`src/rtl/fp_pkg.sv`:
```
// Reduced-precision float helpers shared across the ml_inference stages.
// Format is {sign, exp, mant} with no denorms, NaN, inf or rounding.
package fp_pkg;

  localparam int EXP   = 4;
  localparam int MANT  = 4;
  localparam int WIDTH = 1 + EXP + MANT;
  localparam int BIAS  = (1 << (EXP - 1)) - 1;

  typedef struct packed {
    logic            sign;
    logic [EXP-1:0]  exp;
    logic [MANT-1:0] mant;
  } fp_t;

  // Sign-magnitude ordering; +0 and -0 are treated as equal.
  function automatic logic fp_gt(input fp_t a, input fp_t b);
    logic [EXP+MANT-1:0] ma;
    logic [EXP+MANT-1:0] mb;
    ma = {a.exp, a.mant};
    mb = {b.exp, b.mant};
    if (ma == '0 && mb == '0) return 1'b0;
    if (a.sign != b.sign)     return b.sign;
    if (!a.sign)              return ma > mb;
    return ma < mb;
  endfunction

  // Ties keep the stored operand so the result is bit-exact and order-stable.
  function automatic fp_t fp_max(input fp_t stored, input fp_t nw);
    return fp_gt(nw, stored) ? nw : stored;
  endfunction

endpackage

```
`src/rtl/fp_maxpool_linebuf.sv`:
```
// Partial-max line buffer: one entry per output column, combinational read,
// synchronous write at the same index.
module fp_maxpool_linebuf #(
  parameter int DEPTH = 14,
  parameter int WIDTH = 9,
  parameter int IW    = (DEPTH > 1) ? $clog2(DEPTH) : 1
) (
  input  logic             clk_i,
  input  logic             we_i,
  input  logic [IW-1:0]    idx_i,
  input  logic [WIDTH-1:0] wdata_i,
  output logic [WIDTH-1:0] rdata_o
);

  // Not reset: row 0 of every band overwrites before any read is used.
  logic [WIDTH-1:0] mem_q [DEPTH];

  always_ff @(posedge clk_i) begin
    if (we_i) mem_q[idx_i] <= wdata_i;
  end

  assign rdata_o = mem_q[idx_i];

endmodule

```
`src/rtl/fp_maxpool.sv`:
```
// Streaming non-overlapping POOL x POOL max-pool over a raster-ordered
// feature map; one pooled value per window, one cycle after its last sample.
module fp_maxpool
  import fp_pkg::*;
#(
  parameter int EXP   = fp_pkg::EXP,
  parameter int MANT  = fp_pkg::MANT,
  parameter int WIDTH = 1 + EXP + MANT,
  parameter int IMG_W = 28,
  parameter int POOL  = 2
) (
  input  logic             clock,
  input  logic             clock_sreset,
  input  logic             data_valid,
  input  logic [WIDTH-1:0] data,
  input  logic             data_sof,
  output logic             result_valid,
  output logic [WIDTH-1:0] result,
  output logic             result_sof,
  output logic             frame_err
);

  localparam int OCOLS = IMG_W / POOL;
  localparam int KW    = $clog2(POOL);
  localparam int CW    = (OCOLS > 1) ? $clog2(OCOLS) : 1;
  localparam logic [KW-1:0] K_LAST = KW'(POOL - 1);
  localparam logic [CW-1:0] C_LAST = CW'(OCOLS - 1);

  logic [KW-1:0] kx_q, kx_d, ky_q, ky_d;
  logic [CW-1:0] ocol_q, ocol_d;
  logic          first_q, first_d;
  fp_t           hmax_q, hmax_d;
  fp_t           res_q, res_d;
  logic          res_vld_q, res_vld_d;
  logic          res_sof_q, res_sof_d;
  logic          ferr_q, ferr_d;

  // A start-of-frame sample is handled as if it sat at the frame origin.
  logic [KW-1:0] kx_e, ky_e;
  logic [CW-1:0] ocol_e;
  fp_t           din, h, v, lb_rd, lb_wd;
  logic          lb_we;

  assign kx_e   = data_sof ? '0 : kx_q;
  assign ky_e   = data_sof ? '0 : ky_q;
  assign ocol_e = data_sof ? '0 : ocol_q;
  assign din    = fp_t'(data);
  assign h      = fp_max(hmax_q, din);
  assign v      = fp_max(lb_rd, h);

  fp_maxpool_linebuf #(
    .DEPTH (OCOLS),
    .WIDTH ($bits(fp_t)),
    .IW    (CW)
  ) u_linebuf (
    .clk_i   (clock),
    .we_i    (lb_we),
    .idx_i   (ocol_e),
    .wdata_i (lb_wd),
    .rdata_o (lb_rd)
  );

  always_comb begin
    kx_d      = kx_q;
    ky_d      = ky_q;
    ocol_d    = ocol_q;
    first_d   = first_q;
    hmax_d    = hmax_q;
    res_d     = res_q;
    res_sof_d = res_sof_q;
    res_vld_d = 1'b0;
    ferr_d    = 1'b0;
    lb_we     = 1'b0;
    lb_wd     = h;
    if (data_valid) begin
      ferr_d = data_sof && (kx_q != '0 || ky_q != '0 || ocol_q != '0);
      if (data_sof) first_d = 1'b1;
      ky_d   = ky_e;
      ocol_d = ocol_e;
      hmax_d = (kx_e == '0) ? din : h;
      if (kx_e == K_LAST) begin
        if (ky_e == K_LAST) begin
          res_d     = v;
          res_vld_d = 1'b1;
          res_sof_d = first_q;
          first_d   = 1'b0;
        end else begin
          lb_we = 1'b1;
          lb_wd = (ky_e == '0) ? h : v;
        end
        kx_d = '0;
        if (ocol_e == C_LAST) begin
          ocol_d = '0;
          ky_d   = (ky_e == K_LAST) ? '0 : ky_e + 1'b1;
        end else begin
          ocol_d = ocol_e + 1'b1;
        end
      end else begin
        kx_d = kx_e + 1'b1;
      end
    end
  end

  always_ff @(posedge clock or posedge clock_sreset) begin
    if (clock_sreset) begin
      kx_q      <= '0;
      ky_q      <= '0;
      ocol_q    <= '0;
      first_q   <= 1'b1;
      hmax_q    <= '0;
      res_q     <= '0;
      res_vld_q <= 1'b0;
      res_sof_q <= 1'b0;
      ferr_q    <= 1'b0;
    end else begin
      kx_q      <= kx_d;
      ky_q      <= ky_d;
      ocol_q    <= ocol_d;
      first_q   <= first_d;
      hmax_q    <= hmax_d;
      res_q     <= res_d;
      res_vld_q <= res_vld_d;
      res_sof_q <= res_sof_d;
      ferr_q    <= ferr_d;
    end
  end

  assign result_valid = res_vld_q;
  assign result       = res_q;
  assign result_sof   = res_sof_q;
  assign frame_err    = ferr_q;

endmodule

```
`config.mk`:
```
export PLATFORM = sky130hd
export DESIGN_NAME = fp_maxpool
export DESIGN_NICKNAME = d
export VERILOG_FILES = /design/src/rtl/fp_pkg.sv /design/src/rtl/fp_maxpool_linebuf.sv /design/src/rtl/fp_maxpool.sv
export SDC_FILE = /design/constraint.sdc
export NUM_CORES = 1
export LEC_CHECK = 0
export ABC_AREA = 1
export CAP_MARGIN = 40
export CORE_ASPECT_RATIO = 0.75
export CORE_MARGIN = 2
export CORE_UTILIZATION = 41
export CTS_CLUSTER_SIZE = 24
export DETAILED_ROUTE_END_ITERATION = 10
export MAX_ROUTING_LAYER = met4
export PLACE_DENSITY = 0.64
export SYNTH_ARGS = -nofsm -noshare
export SYNTH_HDL_FRONTEND = slang
export SYNTH_SLANG_ARGS = --single-unit
```
`constraint.sdc`:
```
create_clock -name clock -period 6.9 [get_ports clock]
set_input_delay 1.38 -clock clock [delete_from_list [all_inputs] [get_ports clock]]
set_output_delay 1.38 -clock clock [all_outputs]
set_load 0.03 [all_outputs]
```
* Yosys cells after proc, flatten, opt, wreduce, memory -nomap -nowiden *
Memories as Yosys holds them, arrays and structs flattened.
Cells that the tools add are included.

cells by class
  muxes and demuxes = 48
  order comparisons = 4
  reductions and logical operators = 11
  eq/ne operators = 3
  add/subtract/negate cells = 3

operators with widths
  cell                                          number
  2-to-1 mux 1 bit                              42
  zero test 8 bit                               4
  2-to-1 mux 9 bit                              3
  greater-than comparator 8 bit                 2
  < comparator 8 bit                            2
  2-to-1 mux 4 bit                              3
  adder 4 x 1 -> 4 bit (second input constant)  1
  == test 4 bit (second input constant)         1
  nonzero test 4 bit                            1
  logical AND 1 bit                             3
  AND reduction 3 bit                           1
  adder 1 bit (second input constant)           2
  logical OR 1 bit                              2
  != test 1 bit                                 2

storage, ports and cells
  bits of input ports = 13
  RAM bits = 126
  logic and storage cells = 83
  flip-flop bits (word level) = 28
  memories = 1
  output and inout port bits = 12

memories
  name             words  bits a word  read ports  clocked after memory_dff  write ports  line                      source
  u_linebuf.mem_q  14     9            1           0                         1            fp_maxpool_linebuf.sv:16  logic [WIDTH-1:0] mem_q [DEPTH];

* Depth between registers and ports, before layout *
  word-level depth = 20
  depth in mapped cells = 27
  gate-level depth less buffers = 27

* Hierarchy *
A second synthesis with hierarchy kept.

unflattened totals
  cell total of the unflattened synthesis = 796
  area total of the unflattened synthesis = 7375.8 um2

modules (own cells, without submodules)
  module              cells an instance  instances  area each (um2)
  fp_maxpool_linebuf  499                1          5268.8
  fp_maxpool          297                1          2107.0

* Worst setup path after synthesis *
OpenSTA, ideal clock, no wires.

  path type = input to register
  start point = input data[7]
  end point = register res_q, in the netlist result[0]
  stages = 16
  path slack = 2190 ps
  path buffers = 0
  required time = 6783 ps
  arrival = 4592 ps
  cells stage by stage = ha_1 a21o_1 nor2_1 nand2_1 a21oi_4 nand2_2 o21ai_0 ha_1 nand2_1 o21a_1 o221ai_1 o21ai_0 a21oi_4 nand3_1 nand3_1 nand2_1

RTL lines
  item                  line               source
  from (decl)           fp_maxpool.sv:15   input logic [WIDTH-1:0] data,
  to (signal assigned)  fp_maxpool.sv:121  res_q <= res_d;
  to (decl)             fp_maxpool.sv:33   fp_t res_q, res_d;

* Final worst setup path *
  start point = input data_sof
  end point = register res_q, in the netlist result[2]

on the way
  cells in the longest elaborated chain, start to end = 9

ends and longest elaborated chain
  item                                                                              line              source
  from (decl)                                                                       fp_maxpool.sv:16  input logic data_sof,
  parallel branches: the longest is 9 deep, another holds memory read (14 x 9 bit)  -

Several ways; the timed one is not identified. The select of a mux whose other input is x is not followed.
A chain may end at the register's enable or synchronous reset.

==> flow_summary.ini <==
[synth]
ys_types = 35
syn_area_um2 = 7290
synth_most_common_cell = nand2_1
synthArstFlopShare_pct = 18.2
syn-instance-count = 767
synthAdderAreaFrac_pct = 2.75
synth.area.top_cells = edfxtp_1, nand2_1, dfrtp_1
synth_simple_gate_area_share_pct = 25.0
synthTopCellsByCount = nand2_1, edfxtp_1, nor2_1
synth_warnings = 0
synth_top_area_share_pct = 51.9
syn_area_per_cell_um2 = 9.51
ys.flop_type = edfxtp_1
synth_top_family_by_area = simple AND/OR/NAND/NOR gates
synth-xor-area-share_pct = 0
yosysSeqAreaShare_pct = 61.5
synth-seq-cells = 154
synth_edf_count = 126
synth_compound_area_share_pct = 5.73
syn-num-nets = 796
synthMuxAreaShare_pct = 0
yosysTopAreaCell = edfxtp_1

[place]
place.port_buffers = 24
dp_hpwl_um = 11700
gp_congestion = 0.907
preCtsSetupSlack_ns = 1.27

[power]
seqPwrFrac_pct = 43.0
switching_share_pct = 30.3
vdd_ir_drop_max_mv = 0.165
clockPowerShare_pct = 36.5
powerDensity_nw_per_um2 = 304
pwr-share-comb_pct = 20.6
p_int_w = 0.00179
leakage_nw = 3.63
p_switching_w = 0.000779

[floorplanning]
start_util_pct = 41.5
ios = 25
die_area_um2 = 18900
die_y_um = 119
num_rows = 42
die_w_um = 158
core_um2 = 17600

[cells_and_area]
diodes = 0
fin_nets = 837
syn2layout_area_growth_pct = 16.0
fill_cells = 1670
drive_above_1_share_pct = 9.38

[cts]
postCtsSetupRepairBufs = 0
ctsHoldBuffers = 0
cts-root-buf = clkbuf_16
cts_tree = built
numCtsBuffers = 17
path_clk_slew_ns = 0.06
clkLatencyLatePin_ns = 0.43
cts_max_level = 4
clkSinkCount = 154
post_cts_resized = 0
cts_buffer_depth = 2

[route]
drt-wirelength-per-cell_um = 17.0
drt-pass1-iter-count = 5
viasPerCell = 5.09
drc = 0
first_iter_violations = 530
vias = 5407
ant_nets = 0
drt_wl_total_um = 18100

[min_path]
min_delay_path_depth = 2
hp-class = register to register
hp-start = first_q$_DFFE_PP1P_
hold-path-endpoint = first_q$_DFFE_PP1P_

[setup_path]
crit_chain = clkdlybuf4s50_1, inv_2, nand2_2, buf_4, nand2_1, nand2_1, nand2_1, nand2_1, nand2_1, nand2_1, nor2_1, ha_1, nand2_1, o21a_1, o221ai_1, o21ai_0, a21oi_4, nand2_4, nand2_1, nand3_1, nand2_1
max_stage_delay_ns = 0.75
arrival_ns = 5.58
reg2reg_depth = 20
crit_top_cell = nand2_1
reg2reg_from = hmax_q[7]$_DFFE_PP0P_
cpMaxStageDelayCell = clkdlybuf4s50_1
cp-end-kind = register
r2r_slack_ns = 2.86
required_ns = 7.27
crit_fanout = 42
worst-setup-path-type = input port to register
worstReg2RegEnd = result[2]$_DFFE_PP0P_
crit_path_start_kind = input port

[timing]
fin_crit_ns = 5.21
fmax_ghz = 0.192
fin_crit_sh_pct = 75.5
finalClockSkew_ns = 0.0100
worst_pin_slew_ns = 0.878
finalSetupTns_ns = 0
grt_setup_unrepaired = no
relSlewSlack_pct = 41.2
postLayoutSetupSlackWorst_ns = 1.69
hold_ws_ns = 0.476
hold_viol = 0
drv_slew = 0
setup_viol_count_final = 0

[global_routing]
globalRouteOverflowTotal = 0
grt_pass1_vias = 4976
grt_usage_pct = 21.0
grt_pass1_wl_um = 28400
grt_max_degree = 50
antenna_found_initial = 0

[run]
maxCapViolations = 0

[run_status]
outcome = finished clean
worst max-delay path by stage:
stage | from | cells past startpoint | end | slack [ns]
finish | data_sof | 21 | result[2]$_DFFE_PP0P_ | 1.69
global route | data_sof | 21 | result[3]$_DFFE_PP0P_ | 1.31
CTS | data_sof | 21 | result[1]$_DFFE_PP0P_ | 1.70
detailed placement | data_sof | 21 | result[3]$_DFFE_PP0P_ | 1.27
global placement | data_sof | 21 | result[2]$_DFFE_PP0P_ | 1.43
floorplan | data[7] | 16 | result[0]$_DFFE_PP0P_ | 2.19
power by group through the flow:
stage	Combinational (W)	Clock [W]	Sequential, W
3_5_place_dp	0.000520	0	0.00112
3_3_place_gp	0.000515	0	0.00112
6_report	0.000529	0.000938	0.00111
5_1_grt	0.000591	0.000992	0.00111
4_1_cts	0.000522	0.000951	0.00111
2_1_floorplan	0.000340	0	0.00112
placed cells by master (no fill, tap or decap), types with 2 or more instances in the layout:
cell type / instances
a21oi_1: 16
a21oi_4: 2
a22oi_1: 6
buf_4: 19
bufinv_16: 2
clkbuf_16: 17
clkbuf_8: 2
clkdlybuf4s50_1: 24
clkinv_4: 2
clkinvlp_4: 3
dfrtp_1: 27
edfxtp_1: 126
ha_1: 16
inv_1: 49
inv_2: 5
inv_6: 4
nand2_1: 330
nand2_2: 3
nand3_1: 35
nand3b_1: 2
nand4_1: 2
nor2_1: 52
nor2_2: 10
nor3_1: 10
o211ai_1: 2
o21ai_0: 25
o21ai_1: 10
o22ai_1: 5
flip-flops by register name (all words and copies together), names as in the netlist:
| signal | cells |
|---|---|
| kx_q | 1 |
| ocol_q | 4 |
| u_linebuf.mem_q | 126 |
| result_sof | 1 |
| result_valid | 1 |
| frame_err | 1 |
| hmax_q | 9 |
| result | 9 |
| first_q | 1 |
| ky_q | 1 |
metal layers:
layer	part of all wire [%]	global-route usage [%]	routed length, um
met1	50	31.5	8940
met2	41	27.8	7390
met3	7.9	6.00	1430
met4	1.6	5.74	291
met5	0	-	0
kinds of logic (layout without fill, tap and decap cells):
logic type                 after synthesis  in the layout
AOI/OAI and AO/OA                       71             71
adders and majority gates               16             16
buffers and inverters                   78            132
DFF                                    154            154
and+or+nand+nor                        448            448
worst max-delay path: cells and delay by family:
family,cells,cell delay (ns)
simple gates,13,1.60
buf+inv,3,1.33
compound gates,4,0.91
fa+ha+maj,1,0.32
layout make-up:
type / count / area (um2) / share of cell area (%)
inverters: 55 / 206 / 2.44
repair buffers: 45 / 422 / 4.98
flip-flops and latches: 154 / 4490 / 53.0
well taps: 242 / 303 / 3.58
multi-input cells: 535 / 2450 / 28.9
clock inverters: 12 / 140 / 1.66
clock buffers: 20 / 457 / 5.40
per-stage QoR:
stage               instance area (um2)  instances  utilization (%)  power (W)
CTS                                8450       1062             48.2    0.00258
floorplan                          7290        767                -    0.00147
global placement                   7780       1023             44.3    0.00164
global route                       8460       1063             48.2    0.00269
finish                             8460       1063             48.2    0.00257
detailed placement                 7860       1030             44.8    0.00164
(Power assumes the default switching activity.)
==> RTL change, RTL diff (same settings) <==
The output `result_valid` loses its register stage (`res_vld_q` becomes a continuous assignment).
--- a/src/rtl/fp_maxpool.sv
+++ b/src/rtl/fp_maxpool.sv
@@ -110,5 +110,4 @@
       hmax_q    <= '0;
       res_q     <= '0;
-      res_vld_q <= 1'b0;
       res_sof_q <= 1'b0;
       ferr_q    <= 1'b0;
@@ -120,9 +119,10 @@
       hmax_q    <= hmax_d;
       res_q     <= res_d;
-      res_vld_q <= res_vld_d;
       res_sof_q <= res_sof_d;
       ferr_q    <= ferr_d;
     end
   end
+
+  assign res_vld_q = res_vld_d;
 
   assign result_valid = res_vld_q;
Formal check against the unedited RTL: no difference found for any inputs over 10 cycles, from zero or initial values and one cycle with clock_sreset high; that may be too few to reach the edited logic, so the function may still have changed.
==> RTL change against the original RTL <==
Utilization is 0.22 points lower; sequential cell count is 1 lower; setup slack worse by 0.37 ns; combinational power is 1% lower; largest power group unchanged; via count is 0.52% lower; power is 3.3% lower; area after synthesis is 0.34% lower; routed wire length is 0.78% lower; hold slack worse by 0.0034 ns; cell area is 0.75% lower; count of clock-buffer cells in the layout is 2 lower.
==> RTL change: results (changes against the original RTL) <==
Crit path arrival time -> 4.20 ns (-1.38 ns)
WHS -> 0.472 ns (-0.00344 ns)
Leakage -> 3.60 nW (-0.98%)
GPL Wtd Cong -> 0.892 (-1.6%)
Initial DRC Count -> 718 (+35%)
GRT Util Overall -> 0.207 (-0.00310)
Final nets -> 835 (-0.24%)
ratio of total power to cell area -> 296 nW/um^2 (-2.6%)
met2 WL -> 7340 microns (-0.69%)
R2R Setup Slk -> 2.81 ns (-0.05 ns)
Clk. pwr -> 0.864 mW (-7.9%)
asr flop ratio synth -> 0.176 (-0.00535)
Post-DP Area -> 7850 sq um (-0.11%)
Reg2Reg Depth -> 21 (+5.0%)
syn_area_per_cell -> 9.49 sq um (-0.21%)
vias in the first global route -> 5043 (+1.3%)
Synth Net Count -> 795 (-0.13%)
reg-to-reg endpoint -> result[1]
Worst VDD drop -> 0.154 mV (-6.4%)
RR Startpoint -> hmax_q[5]
CP Max Fanout -> 14 (-67%)
ratio of cells with drive above 1 in the final layout -> 0.0940 (+0.000229)
adder-cell share of the synthesized area -> 0.0276 (+0.0000946)
# fillers -> 1614 (-3.4%)
largest net degree at the start of global routing -> 29 (-42%)
routed vias/inst -> 5.07 (-0.33%)
Synth area leaders -> edfxtp_1 (52%), nand2_1 (17%), dfrtp_1 (9.0%)
status -> finished clean
Post-Route M1 WL -> 8750 microns (-2.2%)
pre-CTS setup slack -> 1.36 ns (+0.0896 ns)
Worst Skew -> 0.00979 ns (-0.000214 ns)
first-pass GRT wire length -> 28200 microns (-0.83%)
final WL -> 17900 microns (-0.78%)
post-route clock period utilization -> 0.808 (+0.0535)
sequential share of power -> 0.443 (+0.013)
Via Count -> 5379 (-0.52%)
RTL change: how the worst max path moves through the flow:
stage                         from            to  cells past startpoint
after floorplan            data[7]     result[0]                     16
after global placement    data_sof  result_valid                      8
after detailed placement  data_sof  result_valid                      8
after CTS                 data_sof  result_valid                      8
after global routing      data_sof  result_valid                      8
final                     data_sof  result_valid                      8
RTL change: kinds of logic (layout without fill, tap and decap cells):
logic type / Yosys count / count (layout)
AOI/OAI and AO/OA: 71 / 71
buffers and inverters: 78 / 131
and+or+nand+nor: 448 / 448
adders and majority gates: 16 / 16
DFF: 153 / 153
RTL change: cell type report:
cell class	count	share of cell area
flip-flops and latches	153	0.531
well taps	242	0.0361
repair buffers	44	0.0513
inverters	55	0.0246
multi-input cells	535	0.291
clock inverters	14	0.0131
clock buffers	18	0.0523
RTL change: routing by layer:
layer / GRT usage / vias to the layer above
met5: - / -
met4: 0.0517 / 0
met3: 0.0517 / 30
met2: 0.282 / 210
met1: 0.310 / 2520
li1: - / 2619
